File: config.mk
export PLATFORM = sky130hd
export DESIGN_NAME = cv32e40p_fault_monitor
export DESIGN_NICKNAME = d
export VERILOG_FILES = /design/src/rtl/cv32e40p_fault_pkg.sv /design/src/rtl/cv32e40p_fault_counter.sv /design/src/rtl/cv32e40p_fault_monitor.sv
export SDC_FILE = /design/constraint.sdc
export NUM_CORES = 1
export LEC_CHECK = 0
export CELL_PAD_IN_SITES_DETAIL_PLACEMENT = 0
export CELL_PAD_IN_SITES_GLOBAL_PLACEMENT = 1
export CORE_MARGIN = 1.5
export CORE_UTILIZATION = 46
export DETAILED_ROUTE_END_ITERATION = 10
export PLACE_DENSITY = 0.82
export SLEW_MARGIN = 10
export SYNTH_ARGS = -nofsm -noshare
export SYNTH_HDL_FRONTEND = slang
export SYNTH_SLANG_ARGS = --single-unit
File: constraint.sdc
create_clock -name clk_i -period 7.3 [get_ports clk_i]
set_clock_uncertainty 0.05 [all_clocks]
set_input_delay 0.73 -clock clk_i [delete_from_list [all_inputs] [get_ports clk_i]]
set_output_delay 0.73 -clock clk_i [all_outputs]
set_load 0.005 [all_outputs]
File: src/rtl/cv32e40p_fault_pkg.sv
// Shared types and helpers for the cv32e40p fault monitor.
// Event classes, FSM states, read selects and status word layout.
package cv32e40p_fault_pkg;

  localparam int NCLS = 5;

  typedef enum logic [2:0] {
    CLS_DIV  = 3'd0,
    CLS_MEM  = 3'd1,
    CLS_ECC  = 3'd2,
    CLS_MULT = 3'd3,
    CLS_CS   = 3'd4
  } fault_cls_e;

  typedef enum logic {
    ST_IDLE  = 1'b0,
    ST_ALARM = 1'b1
  } fault_state_e;

  localparam logic [2:0] SEL_STAT  = 3'd5;
  localparam logic [2:0] SEL_TS_LO = 3'd6;
  localparam logic [2:0] SEL_TS_HI = 3'd7;

  localparam int STAT_FATAL   = 15;
  localparam int STAT_VALID   = 14;
  localparam int STAT_CLS_LSB = 5;

  function automatic logic [32:0] maj3(
    input logic [32:0] a,
    input logic [32:0] b,
    input logic [32:0] c
  );
    return (a & b) | (a & c) | (b & c);
  endfunction

  function automatic logic [2:0] first_cls(
    input logic [4:0] ev
  );
    first_cls = 3'd0;
    for (int i = 4; i >= 0; i--) begin
      if (ev[i]) first_cls = 3'(i);
    end
  endfunction

endpackage

File: src/rtl/cv32e40p_fault_counter.sv
// Saturating event counter for one fault class.
// A clear and an increment in the same cycle leave the counter at one.
module cv32e40p_fault_counter #(
  parameter int CNT_W = 16
) (
  input  logic             clk_i,
  input  logic             rst_i,
  input  logic             clr_i,
  input  logic             inc_i,
  output logic [CNT_W-1:0] cnt_o,
  output logic [CNT_W-1:0] nxt_o
);

  logic [CNT_W-1:0] cnt_q;
  logic [CNT_W-1:0] cnt_d;
  logic [CNT_W-1:0] base;

  always_comb begin
    base  = clr_i ? '0 : cnt_q;
    cnt_d = base;
    if (inc_i && (base != '1)) begin
      cnt_d = base + CNT_W'(1);
    end
  end

  always_ff @(posedge clk_i) begin
    if (rst_i) cnt_q <= '0;
    else       cnt_q <= cnt_d;
  end

  assign cnt_o = cnt_q;
  assign nxt_o = cnt_d;

endmodule

File: src/rtl/cv32e40p_fault_monitor.sv
// Fault monitor: votes divider lanes, counts/classifies TMR errors,
// keeps sticky status, first-error record and alarm/ack handshake.
module cv32e40p_fault_monitor
  import cv32e40p_fault_pkg::*;
#(
  parameter int               CNT_W           = 16,
  parameter logic [CNT_W-1:0] FATAL_THRESHOLD = 16'd8,
  parameter int               TS_W            = 32
) (
  input  logic        clk_i,
  input  logic        rst_i,
  input  logic [32:0] div_out_0_i,
  input  logic [32:0] div_out_1_i,
  input  logic [32:0] div_out_2_i,
  input  logic [14:0] mem_err_i,
  input  logic [2:0]  ecc_err_i,
  input  logic [8:0]  tmr_mult_err_i,
  input  logic        cs_error_i,
  input  logic        clr_i,
  input  logic        alarm_ack_i,
  input  logic [2:0]  rd_sel_i,
  output logic [32:0] div_voted_o,
  output logic        alarm_o,
  output logic        fatal_o,
  output logic [15:0] rd_data_o
);

  // Stage 1: clr/ack travel with the error flags so that
  // "same cycle" means the same input cycle for all of them.
  logic [32:0]     l0_q, l1_q, l2_q;
  logic [14:0]     mem_q;
  logic [2:0]      ecc_q;
  logic [8:0]      mult_q;
  logic            cs_q, clr_q, ack_q;
  logic [TS_W-1:0] ts1_q;
  logic [TS_W-1:0] ts_q;

  always_ff @(posedge clk_i) begin
    if (rst_i) begin
      l0_q   <= '0;
      l1_q   <= '0;
      l2_q   <= '0;
      mem_q  <= '0;
      ecc_q  <= '0;
      mult_q <= '0;
      cs_q   <= 1'b0;
      clr_q  <= 1'b0;
      ack_q  <= 1'b0;
      ts1_q  <= '0;
      ts_q   <= '0;
      div_voted_o <= '0;
    end else begin
      l0_q   <= div_out_0_i;
      l1_q   <= div_out_1_i;
      l2_q   <= div_out_2_i;
      mem_q  <= mem_err_i;
      ecc_q  <= ecc_err_i;
      mult_q <= tmr_mult_err_i;
      cs_q   <= cs_error_i;
      clr_q  <= clr_i;
      ack_q  <= alarm_ack_i;
      ts1_q  <= ts_q;
      ts_q   <= ts_q + TS_W'(1);
      div_voted_o <= maj3(div_out_0_i, div_out_1_i, div_out_2_i);
    end
  end

  logic [4:0] ev;
  logic       any_ev;
  logic       unc;

  always_comb begin
    ev = '0;
    ev[CLS_DIV]  = (l0_q != l1_q) || (l1_q != l2_q);
    ev[CLS_MEM]  = |mem_q;
    ev[CLS_ECC]  = |ecc_q;
    ev[CLS_MULT] = |mult_q;
    ev[CLS_CS]   = cs_q;
    any_ev = |ev;
    unc = (l0_q != l1_q) && (l1_q != l2_q) && (l0_q != l2_q);
  end

  logic [CNT_W-1:0] cnt [NCLS];
  logic [CNT_W-1:0] nxt [NCLS];

  for (genvar g = 0; g < NCLS; g++) begin : g_cnt
    cv32e40p_fault_counter #(
      .CNT_W (CNT_W)
    ) u_cnt (
      .clk_i (clk_i),
      .rst_i (rst_i),
      .clr_i (clr_q),
      .inc_i (ev[g]),
      .cnt_o (cnt[g]),
      .nxt_o (nxt[g])
    );
  end

  logic            hit;
  logic [4:0]      status_q, status_d;
  logic            rec_valid_q, rec_valid_d;
  logic [2:0]      rec_cls_q, rec_cls_d;
  logic [TS_W-1:0] rec_ts_q, rec_ts_d;
  logic            fatal_q, fatal_d;
  fault_state_e    state_q, state_d;

  always_comb begin
    hit = 1'b0;
    for (int i = 0; i < NCLS; i++) begin
      if (nxt[i] >= FATAL_THRESHOLD) hit = 1'b1;
    end
    status_d    = (clr_q ? 5'd0 : status_q) | ev;
    rec_valid_d = clr_q ? 1'b0 : rec_valid_q;
    rec_cls_d   = clr_q ? 3'd0 : rec_cls_q;
    rec_ts_d    = clr_q ? '0 : rec_ts_q;
    if (any_ev && !rec_valid_d) begin
      rec_valid_d = 1'b1;
      rec_cls_d   = first_cls(ev);
      rec_ts_d    = ts1_q;
    end
    fatal_d = (clr_q ? 1'b0 : fatal_q)
            | hit | ev[CLS_CS] | unc;
  end

  always_comb begin
    state_d = state_q;
    unique case (state_q)
      ST_IDLE:  if (any_ev) state_d = ST_ALARM;
      ST_ALARM: if (ack_q && !any_ev) state_d = ST_IDLE;
      default:  state_d = ST_IDLE;
    endcase
  end

  logic [15:0] stat_word;
  logic [15:0] rd_d;

  always_comb begin
    stat_word = '0;
    stat_word[STAT_FATAL] = fatal_q;
    stat_word[STAT_VALID] = rec_valid_q;
    stat_word[STAT_CLS_LSB +: 3] = rec_cls_q;
    stat_word[4:0] = status_q;
    rd_d = '0;
    unique case (rd_sel_i)
      SEL_STAT:  rd_d = stat_word;
      SEL_TS_LO: rd_d = rec_ts_q[15:0];
      SEL_TS_HI: rd_d = rec_ts_q[31:16];
      default:   rd_d = cnt[rd_sel_i];
    endcase
  end

  always_ff @(posedge clk_i) begin
    if (rst_i) begin
      status_q    <= '0;
      rec_valid_q <= 1'b0;
      rec_cls_q   <= '0;
      rec_ts_q    <= '0;
      fatal_q     <= 1'b0;
      state_q     <= ST_IDLE;
      rd_data_o   <= '0;
    end else begin
      status_q    <= status_d;
      rec_valid_q <= rec_valid_d;
      rec_cls_q   <= rec_cls_d;
      rec_ts_q    <= rec_ts_d;
      fatal_q     <= fatal_d;
      state_q     <= state_d;
      rd_data_o   <= rd_d;
    end
  end

  assign alarm_o = (state_q == ST_ALARM);
  assign fatal_o = fatal_q;

endmodule

==> results.json, run 1 <==
{
  "maxCapViolCount": 0,
  "wire_per_inst_um": 18.3,
  "syn-num-nets": 1902,
  "placementRows": 67,
  "synth_warnings": 0,
  "vias": 12900,
  "synth_top_area_share_pct": 46.1,
  "die_w_um": 189,
  "netlist_instances": 1762,
  "synthTopCellsByArea": "dfxtp_1, nor2b_1, xor2_1, xnor2_1, nor2_1",
  "diodes": 0,
  "dieArea_um2": 35600,
  "pre_cts_ws_ps": 3270,
  "async_reset_ff_share_pct": 0,
  "setup-tns-final_ps": 0,
  "synth-edff-count": 0,
  "synth_seq_cells": 365,
  "synthesis.area_um2": 15800,
  "worstMarginPinSlew_ps": 1130,
  "wl_mm": 43.5,
  "fin_crit_sh_pct": 56.0,
  "drtIter0Drc": 810,
  "grt.total_usage_pct": 24.0,
  "grt_max_degree": 205,
  "multi_input_area_um2": 8050,
  "leakage_nw": 7.30,
  "path_buf_inv": 1,
  "setup_ws_ps": 3210,
  "maxSlewHeadroom_pct": 24.2,
  "cts_hold_buf": 0,
  "grt_pass1_wl_mm": 67.4,
  "power_density_nw_per_um2": 242,
  "setup_viol": 0,
  "drc": 0,
  "detail-route-antenna-nets": 0,
  "peakVddDrop_v": 0.000164,
  "grt_pass1_vias": 12300,
  "seq_area_um2": 7310,
  "worstPathRequired_ps": 7610,
  "clockBufferDepth": 3,
  "start_util_pct": 47.0,
  "worstPathCellList": "buf_4, nor2b_1, ha_1, nand2_1, nor2_2, a31oi_2, and2_1, mux2_2, o21ai_0, nand4_1, o41ai_2, a41oi_1",
  "cts_setup_buffers": 0,
  "cpPeakStageDelay_ps": 640,
  "cts_tree": "done",
  "gr-total-overflow": 0,
  "max_freq_mhz": 245,
  "gp_congestion": 0.964,
  "cp_max_fo": 36,
  "avgSynthCellArea_um2": 8.99,
  "hold_path_class": "reg -> reg",
  "dp_hpwl_mm": 31.6,
  "drv_slew": 0,
  "status": "finished clean",
  "clk_pin_slew_ps": 60,
  "antenna_found_initial": 0,
  "crit_path_top_delay_cell": "dfxtp_2",
  "htreeDepth": 2,
  "finalCriticalPeriod_ps": 4090,
  "rsz0062_at_grt": "false",
  "synth_top_area_cell": "dfxtp_1",
  "ios": 185,
  "critical_path.endpoint_type": "flip-flop",
  "ctsResizeCount": 0,
  "start_kind": "flip-flop",
  "layout-drive-gt1-share_pct": 6.91,
  "drt-pass1-iter-count": 5,
  "core-area_um2": 33700,
  "via_per_inst": 5.42,
  "final_nets": 2034,
  "synth_cell_type_count": 76,
  "fin_util_pct": 57.3,
  "portBuffers": 184,
  "root_buffer": "clkbuf_16",
  "syn_to_final_growth_pct": 22.0,
  "clock_latency_ps": 540,
  "ys_seq_area_share_pct": 46.1,
  "chipHeight_um": 189,
  "hold_viol": 0,
  "cts_sinks": 365,
  "ys.flop_type": "dfxtp_1",
  "numCtsBuffers": 40,
  "criticalPathCategory": "reg -> reg",
  "critical_path.top_delay_family": "compound AO/OA/AOI/OAI gates",
  "nFillCells": 3034,
  "cp.arrival_ps": 4400
}
worst min-delay path, delay by kind of cell (launching register included):
kind | cells | cell delay, ps
flip-flops | 1 | 300
AO/OA/AOI/OAI | 1 | 50
AND/OR/NAND/NOR | 1 | 40
final cells by class:
cell class	count	share of cell area (%)
Multi-Input combinational cell	1281	41.7
Sequential cell	365	37.8
Timing Repair Buffer	190	9.80
Clock buffer	52	5.67
Tap cell	448	2.90
Clock inverter	20	1.83
Inverter	16	0.311
Yosys cell counts, drive strengths merged (30+ instances only):
| master | instances |
|---|---|
| nor2b | 188 |
| dfxtp | 365 |
| nor2 | 169 |
| clkbuf | 76 |
| a21oi | 98 |
| and3 | 31 |
| o21ai | 62 |
| nand2 | 150 |
| nor4 | 30 |
| nand4 | 43 |
| xnor2 | 75 |
| xor2 | 117 |
| nand3 | 74 |
power breakdown:
part	switching [W]	internal, W	leakage [nW]
clock	0.000828	0.00138	0.697
combinational	0.000178	0.000177	3.61
sequential	0.0000445	0.00206	2.99
total	0.00105	0.00362	7.30
placed cells by master, fill, tap and decap left out, drive strengths merged, types with 6 or more instances in the layout:
cell / n
nor3: 22
and3: 31
xor2: 117
buf: 9
or3: 12
and4: 13
inv: 18
a221oi: 10
o21ai: 62
nand2: 150
ha: 6
dfxtp: 365
clkdlybuf4s50: 181
nor2b: 188
xnor2: 75
nor2: 169
a31oi: 23
o22ai: 8
clkbuf: 52
a22oi: 10
nand3: 74
a21oi: 98
nand4: 43
nor4: 30
or2: 8
bufinv: 9
mux2: 23
and2: 10
mux2i: 29
cells by family (layout without fill, tap and decap cells):
logic type | after synthesis | count (layout) | share of synthesized area (%)
and+or+nand+nor | 773 | 773 | 25.7
DFF | 365 | 365 | 46.1
xor gates and xnor gates | 192 | 192 | 10.6
buffers and inverters | 116 | 278 | 3.07
AOI/OAI and AO/OA | 253 | 253 | 9.87
muxes | 57 | 57 | 4.18
adders and majority gates | 6 | 6 | 0.474
metrics by stage:
step	std cells	cell area, µm²	total power (W)	hold WS (ps)
2_1_floorplan	1762	15800	0.00232	367
3_3_place_gp	2300	17900	0.00250	372
3_5_place_dp	2300	17900	0.00250	378
4_1_cts	2372	19300	0.00471	386
5_1_grt	2372	19300	0.00483	397
6_report	2372	19300	0.00467	383
state kept, by name, summed over array words and instances, names as in the netlist, 3 cells and up:
| name | count |
|---|---|
| rec_ts_q | 32 |
| ts_q | 32 |
| l2_q | 33 |
| l1_q | 33 |
| mem_q | 15 |
| mult_q | 9 |
| div_voted_o | 33 |
| g_cnt.u_cnt.cnt_o | 80 |
| l0_q | 33 |
| ts1_q | 32 |
| rd_data_o | 16 |
| status_q | 5 |
| ecc_q | 3 |
| rec_cls_q | 3 |
per-layer routing:
metal  wire (µm)  vias to the layer above  global-route usage [%]
li1            -                     6312                       -
met1       19000                     6063                    31.2
met2       20100                      391                    39.6
met3        2710                       86                    4.40
met4        1660                        0                    9.25
met5           0                        -                       0
path summary, 6_finish.rpt:
path / startpoint / endpoint / slack (ps) / cells after the start
setup / recovery: clr_q / fatal_o / 3210 / 12
hold / removal: ts1_q[5] / rec_ts_q[5] / 380 / 2
setup reg to reg: clr_q / fatal_o / 3210 / 12
hold reg to reg: ts1_q[5] / rec_ts_q[5] / 380 / 2
Note: power is estimated with default switching activity, not from simulation.
==> run 2, diff against run 1 <==
- CORE_UTILIZATION: 46 -> 39
- PLACE_DENSITY: 0.82 -> 0.74
- clock period: 7.3 -> 3.3 ns (I/O delays scaled with it)
==> run 2 against run 1 <==
Compared with the run above: final area rose by 2.4%; non-clock buffer count rose by 44; routed wire length rose by 4.2%; setup slack got worse by 3100 ps; total power rose by 120%; fmax rose by 29%; global-route usage fell by 2.2 points; sequential power rose by 120%; final cell count rose by 5.2%; via count fell by 0.79%; sequential cell count did not move; critical path type unchanged; critical endpoint unchanged.
==> results.json, run 2 (same netlist as run 1, synthesis figures left out) <==
{
  "status": "finished clean",
  "clockBufferDepth": 3,
  "maxCapViolCount": 0,
  "vias": 12800,
  "grt_max_degree": 144,
  "drv_slew": 0,
  "syn_to_final_growth_pct": 25.0,
  "critical_path.endpoint_type": "flip-flop",
  "cts_tree": "done",
  "cts_sinks": 365,
  "htreeDepth": 2,
  "gr-usage-met2_pct": 35.6,
  "maxSlewHeadroom_pct": 33.4,
  "detail-route-antenna-nets": 0,
  "wire_per_inst_um": 18.1,
  "clock_latency_ps": 570,
  "placementRows": 73,
  "criticalPathCategory": "reg -> reg",
  "setup_viol": 0,
  "final_nets": 2079,
  "fin_crit_sh_pct": 96.2,
  "setup-tns-final_ps": 0,
  "ctsResizeCount": 2,
  "gr-total-overflow": 0,
  "worstMarginPinSlew_ps": 1000,
  "drc": 0,
  "grt.total_usage_pct": 21.8,
  "layout-drive-gt1-share_pct": 9.64,
  "grtUsageMet1_pct": 28.7,
  "diodes": 0,
  "grt_pass1_vias": 12500,
  "instances_no_fill": 2496,
  "numCtsBuffers": 41,
  "chipHeight_um": 205,
  "start_kind": "flip-flop",
  "dp_cells": 2421,
  "layout_common_cells": "dfxtp_1, nor2b_1, clkdlybuf4s50_1, nor2_1, nand2_1",
  "cp_max_fo": 18,
  "cts_setup_buffers": 0,
  "hold_path_class": "in -> reg",
  "mostFrequentLayoutCell": "dfxtp_1",
  "drt-pass1-iter-count": 5,
  "cp.arrival_ps": 3530,
  "cts_hold_buf": 0,
  "root_buffer": "clkbuf_16",
  "grt_pass1_wl_mm": 70.5,
  "worstPathRequired_ps": 3660,
  "grt_busiest_layer": "met2",
  "leakage_nw": 7.54,
  "ios": 185,
  "die_w_um": 205,
  "clk_pin_slew_ps": 60,
  "start_util_pct": 39.7,
  "finalCriticalPeriod_ps": 3170,
  "via_per_inst": 5.11,
  "drtIter0Drc": 897,
  "dieArea_um2": 41800,
  "core-area_um2": 39900,
  "gp_congestion": 0.928,
  "portBuffers": 184,
  "largest_reg_flops": 80,
  "hold_viol": 0,
  "antenna_found_initial": 0,
  "use_met3_pct": 4.04,
  "wl_mm": 45.3,
  "power_density_nw_per_um2": 514,
  "peakVddDrop_v": 0.000401,
  "dp_hpwl_mm": 33.7,
  "max_freq_mhz": 315
}
==> run 2: cell count changes in the layout (fill, tap and decap cells not counted), moves of 3 or more <==
cell / change
buf_4: +43
clkbuf_8: +7
bufinv_16: -6
clkinv_2: +3
clkinvlp_4: -3
nor2b_1: -3
nor2b_2: +3
==> run 2: worst max-delay path, stage by stage (launching register included) <==
cell	delay, ps
dfxtp_4	440
nor2b_1	200
ha_1	190
and4b_1	260
nand3_1	110
buf_4	160
o211a_1	270
nor3_1	150
a311oi_1	110
nor4_1	490
nand4_1	170
nor4_2	280
a41oi_1	130
==> run 2: layout make-up <==
cell class	instances	area [µm²]
Clock buffer	61	1240
Clock inverter	14	185
Fill cell	3737	20100
Inverter	16	60.1
Multi-Input combinational cell	1281	8100
Sequential cell	365	7310
Tap cell	525	657
Timing Repair Buffer	234	2240
==> run 2: worst paths after layout <==
| check | startpoint | endpoint | slack (ps) | cells past startpoint |
|---|---|---|---|---|
| min | rst_i | g_cnt[2].u_cnt.cnt_o[3] | 140 | 2 |
| max reg2reg | clr_q | fatal_o | 130 | 12 |
| max | clr_q | fatal_o | 130 | 12 |
| min reg2reg | ts1_q[20] | rec_ts_q[20] | 380 | 2 |
==> run 2: per-stage QoR <==
stage / setup WS [ps] / cell area [µm²] / power, W / utilization [%] / hold WS (ps)
2_1_floorplan: 11.8 / 15900 / 0.00514 / - / 367
3_3_place_gp: 6.63 / 18300 / 0.00556 / 45.9 / 374
3_5_place_dp: -57.3 / 18300 / 0.00557 / 45.9 / 376
4_1_cts: 80.6 / 19800 / 0.0103 / 49.5 / 150
5_1_grt: -87.3 / 19800 / 0.0106 / 49.6 / 162
6_report: 127 / 19800 / 0.0102 / 49.6 / 137
==> run 2: power breakdown <==
part / total (W) / internal [W] / switching, W
combinational: 0.000822 / 0.000412 / 0.000410
sequential: 0.00465 / 0.00455 / 0.0000982
clock: 0.00470 / 0.00286 / 0.00184
total: 0.0102 / 0.00782 / 0.00235
==> run 2: metal layers <==
layer	wire, µm	up-vias
li1	-	6419
met1	20600	5926
met2	20900	339
met3	2460	66
met4	1270	0
met5	0	-
==> run 3, diff against run 2 <==
- ABC_AREA: default -> 1
- CORE_UTILIZATION: 39 -> 37
==> run 3 against run 2 <==
Compared with the run above: total power rose by 6.3%; utilization decreased by 3.1 points; global-route usage decreased by 0.41 points; critical endpoint unchanged; first-iteration DRC count rose by 15%; fmax up 6.2%; die area grew 14%; final area is 7.0% higher; critical path depth grew 5; final cell count up 33%; synthesized cell count grew 42%; highest routed layer unchanged; setup slack better by 180 ps; non-clock buffer count fell by 17.
==> results.json, run 3 <==
{
  "numCtsBuffers": 42,
  "layout_common_cells": "nand2_1, nor2_1, inv_1, dfxtp_1, clkdlybuf4s50_1",
  "worstPathRequired_ps": 3700,
  "criticalPathCategory": "reg -> reg",
  "clockBufferDepth": 3,
  "synth_seq_cells": 365,
  "netSwitchingFraction_pct": 24.1,
  "cp_max_fo": 24,
  "hold_path_class": "in -> reg",
  "chipHeight_um": 218,
  "synth_top_family_by_area": "simple AND/OR/NAND/NOR gates",
  "synthTopCellsByArea": "dfxtp_1, nand2_1, nor2_1, inv_1, a21oi_1",
  "fin_util_pct": 46.5,
  "hold_viol": 0,
  "finalCriticalPeriod_ps": 2990,
  "synth_most_common_cell": "nand2_1",
  "synthesis.area_um2": 17100,
  "setup-tns-final_ps": 0,
  "clk_pin_slew_ps": 60,
  "power_density_nw_per_um2": 510,
  "htreeDepth": 2,
  "cp.arrival_ps": 3390,
  "root_buffer": "clkbuf_16",
  "largest_reg_flops": 80,
  "clkPwrFrac_pct": 48.2,
  "via_per_inst": 4.69,
  "placementRows": 78,
  "grtUsageMet1_pct": 29.0,
  "cts_tree": "done",
  "synth_top_area_share_pct": 42.6,
  "power_frac_comb_pct": 8.7,
  "wire_per_inst_um": 15.1,
  "use_met3_pct": 3.67,
  "leakage_nw": 9.23,
  "grt_pass1_vias": 15100,
  "wl_mm": 50.4,
  "grt_busiest_layer": "met2",
  "cts_setup_buffers": 0,
  "fin_crit_sh_pct": 90.6,
  "synth_simple_gate_area_share_pct": 32.4,
  "mostFrequentLayoutCell": "nand2_1",
  "detail-route-antenna-nets": 0,
  "power.share.sequential_pct": 43.1,
  "rsz0062_at_grt": "false",
  "power.switching_w": 0.00260,
  "setup_viol": 0,
  "maxCapViolCount": 0,
  "die_w_um": 218,
  "ys.flop_type": "dfxtp_1",
  "netlist_instances": 2507,
  "clock_latency_ps": 590,
  "status": "finished clean",
  "syn_to_final_growth_pct": 23.6,
  "final_nets": 2836,
  "grt.total_usage_pct": 21.4,
  "seq_area_um2": 7310,
  "vias": 15600,
  "synth_top_area_cell": "dfxtp_1",
  "gr-total-overflow": 0,
  "critical_path.endpoint_type": "flip-flop",
  "avgSynthCellArea_um2": 6.84,
  "power_w": 0.0108,
  "synth-compound-area-share_pct": 8.81,
  "maxSlewHeadroom_pct": 47.5,
  "dieArea_um2": 47600,
  "power.internal_w": 0.00820,
  "drt-pass1-iter-count": 5,
  "peakVddDrop_v": 0.000370,
  "multi_input_area_um2": 7890,
  "gp_congestion": 0.930,
  "synth_warnings": 0,
  "max_freq_mhz": 335,
  "diodes": 0,
  "dp_hpwl_mm": 38.8,
  "synthMuxAreaShare_pct": 0,
  "async_reset_ff_share_pct": 0,
  "worstMarginPinSlew_ps": 787,
  "worstHoldPathCells": 3,
  "start_util_pct": 37.6,
  "layout-drive-gt1-share_pct": 7.14,
  "syn-num-nets": 2647,
  "synth_xor_area_share_pct": 4.34,
  "synth-edff-count": 0,
  "antenna_found_initial": 0,
  "gr-usage-met2_pct": 34.6,
  "grt_max_degree": 122,
  "ys_seq_area_share_pct": 42.6,
  "drc": 0,
  "nFillCells": 4591,
  "cts_sinks": 365,
  "ios": 185,
  "drv_slew": 0,
  "portBuffers": 184,
  "synthAdderAreaFrac_pct": 0.438,
  "grt_pass1_wl_mm": 80.2,
  "core-area_um2": 45600,
  "ff2ff_path_depth": 17,
  "drtIter0Drc": 1031,
  "start_kind": "flip-flop",
  "synth_cell_type_count": 49,
  "netlist_top_cells_count": "nand2_1, nor2_1, inv_1, dfxtp_1, a21oi_1"
}
==> run 3: cell count changes after synthesis, sizes merged, moves of 28 or more <==
cell    previous run  this run
a21oi             98       136
nand2            150       586
mux2i             29         0
clkbuf            76        43
nor2             169       544
and3              31         0
xnor2             75        47
inv               16       399
nor2b            188         0
xor2             117        38
==> run 3: path summary, 6_finish.rpt <==
check                                   from  slack (ps)      endpoint
worst max-delay path                   clr_q         310       fatal_o
worst min-delay path            ecc_err_i[2]         200      ecc_q[2]
worst max register to register         clr_q         310       fatal_o
worst min register to register     ts1_q[28]         400  rec_ts_q[28]
==> run 3: through the flow <==
step	std cells	hold WS, ps	worst slack, ps	area, µm²
2_1_floorplan	2507	366	294	17100
3_3_place_gp	3252	383	341	19600
3_5_place_dp	3252	386	309	19600
4_1_cts	3330	172	288	21200
5_1_grt	3330	195	0.452	21200
6_report	3330	204	311	21200
==> run 3: timing repair <==
item | in CTS | in global routing
resized for setup | 0 | 1
hold buffers | 0 | 0
endpoints found under the setup margin | 0 | 1
==> run 3: metal layers <==
layer / vias to the layer above / routed length (µm) / share of wire [%]
li1: 8095 / - / -
met1: 7045 / 23900 / 47
met2: 397 / 22500 / 45
met3: 81 / 2760 / 5.5
met4: 0 / 1250 / 2.5
met5: - / 0 / 0
==> run 3: area by class of cell <==
cell class / instances / share of cell area, %
well taps: 600 / 3.54
repair buffers: 217 / 10.1
clock buffers: 57 / 5.71
flip-flops and latches: 365 / 34.5
multi-input cells: 1667 / 37.2
inverters: 403 / 7.17
clock inverters: 21 / 1.72
==> run 3: cells by family after synthesis <==
group	Yosys count
AOI/OAI and AO/OA	266
xor gates and xnor gates	85
adders and majority gates	6
buffers and inverters	475
DFF	365
and+or+nand+nor	1310
==> run 3: power groups by stage <==
stage	clock [W]	combinational, W	sequential [W]
after floorplan	0	0.000520	0.00473
after global placement	0	0.000944	0.00475
after detailed placement	0	0.000946	0.00475
after CTS	0.00533	0.000950	0.00466
after global routing	0.00550	0.00105	0.00467
final	0.00521	0.000942	0.00466
==> run 3: worst max-delay path, stage by stage, from the launching register on <==
cell and delay [ps]:
dfxtp_4 610, buf_4 230, nor2_1 70, ha_1 220, nand4_2 130, inv_1 70, nand2_1 110, nor2_2 60
nor2_4 350, nand2_1 90, nand2_1 90, nand2_1 50, nor2_1 130, nand3_1 140, nor3_1 210, nand2_1 70
nor2_1 110, nor2_1 50
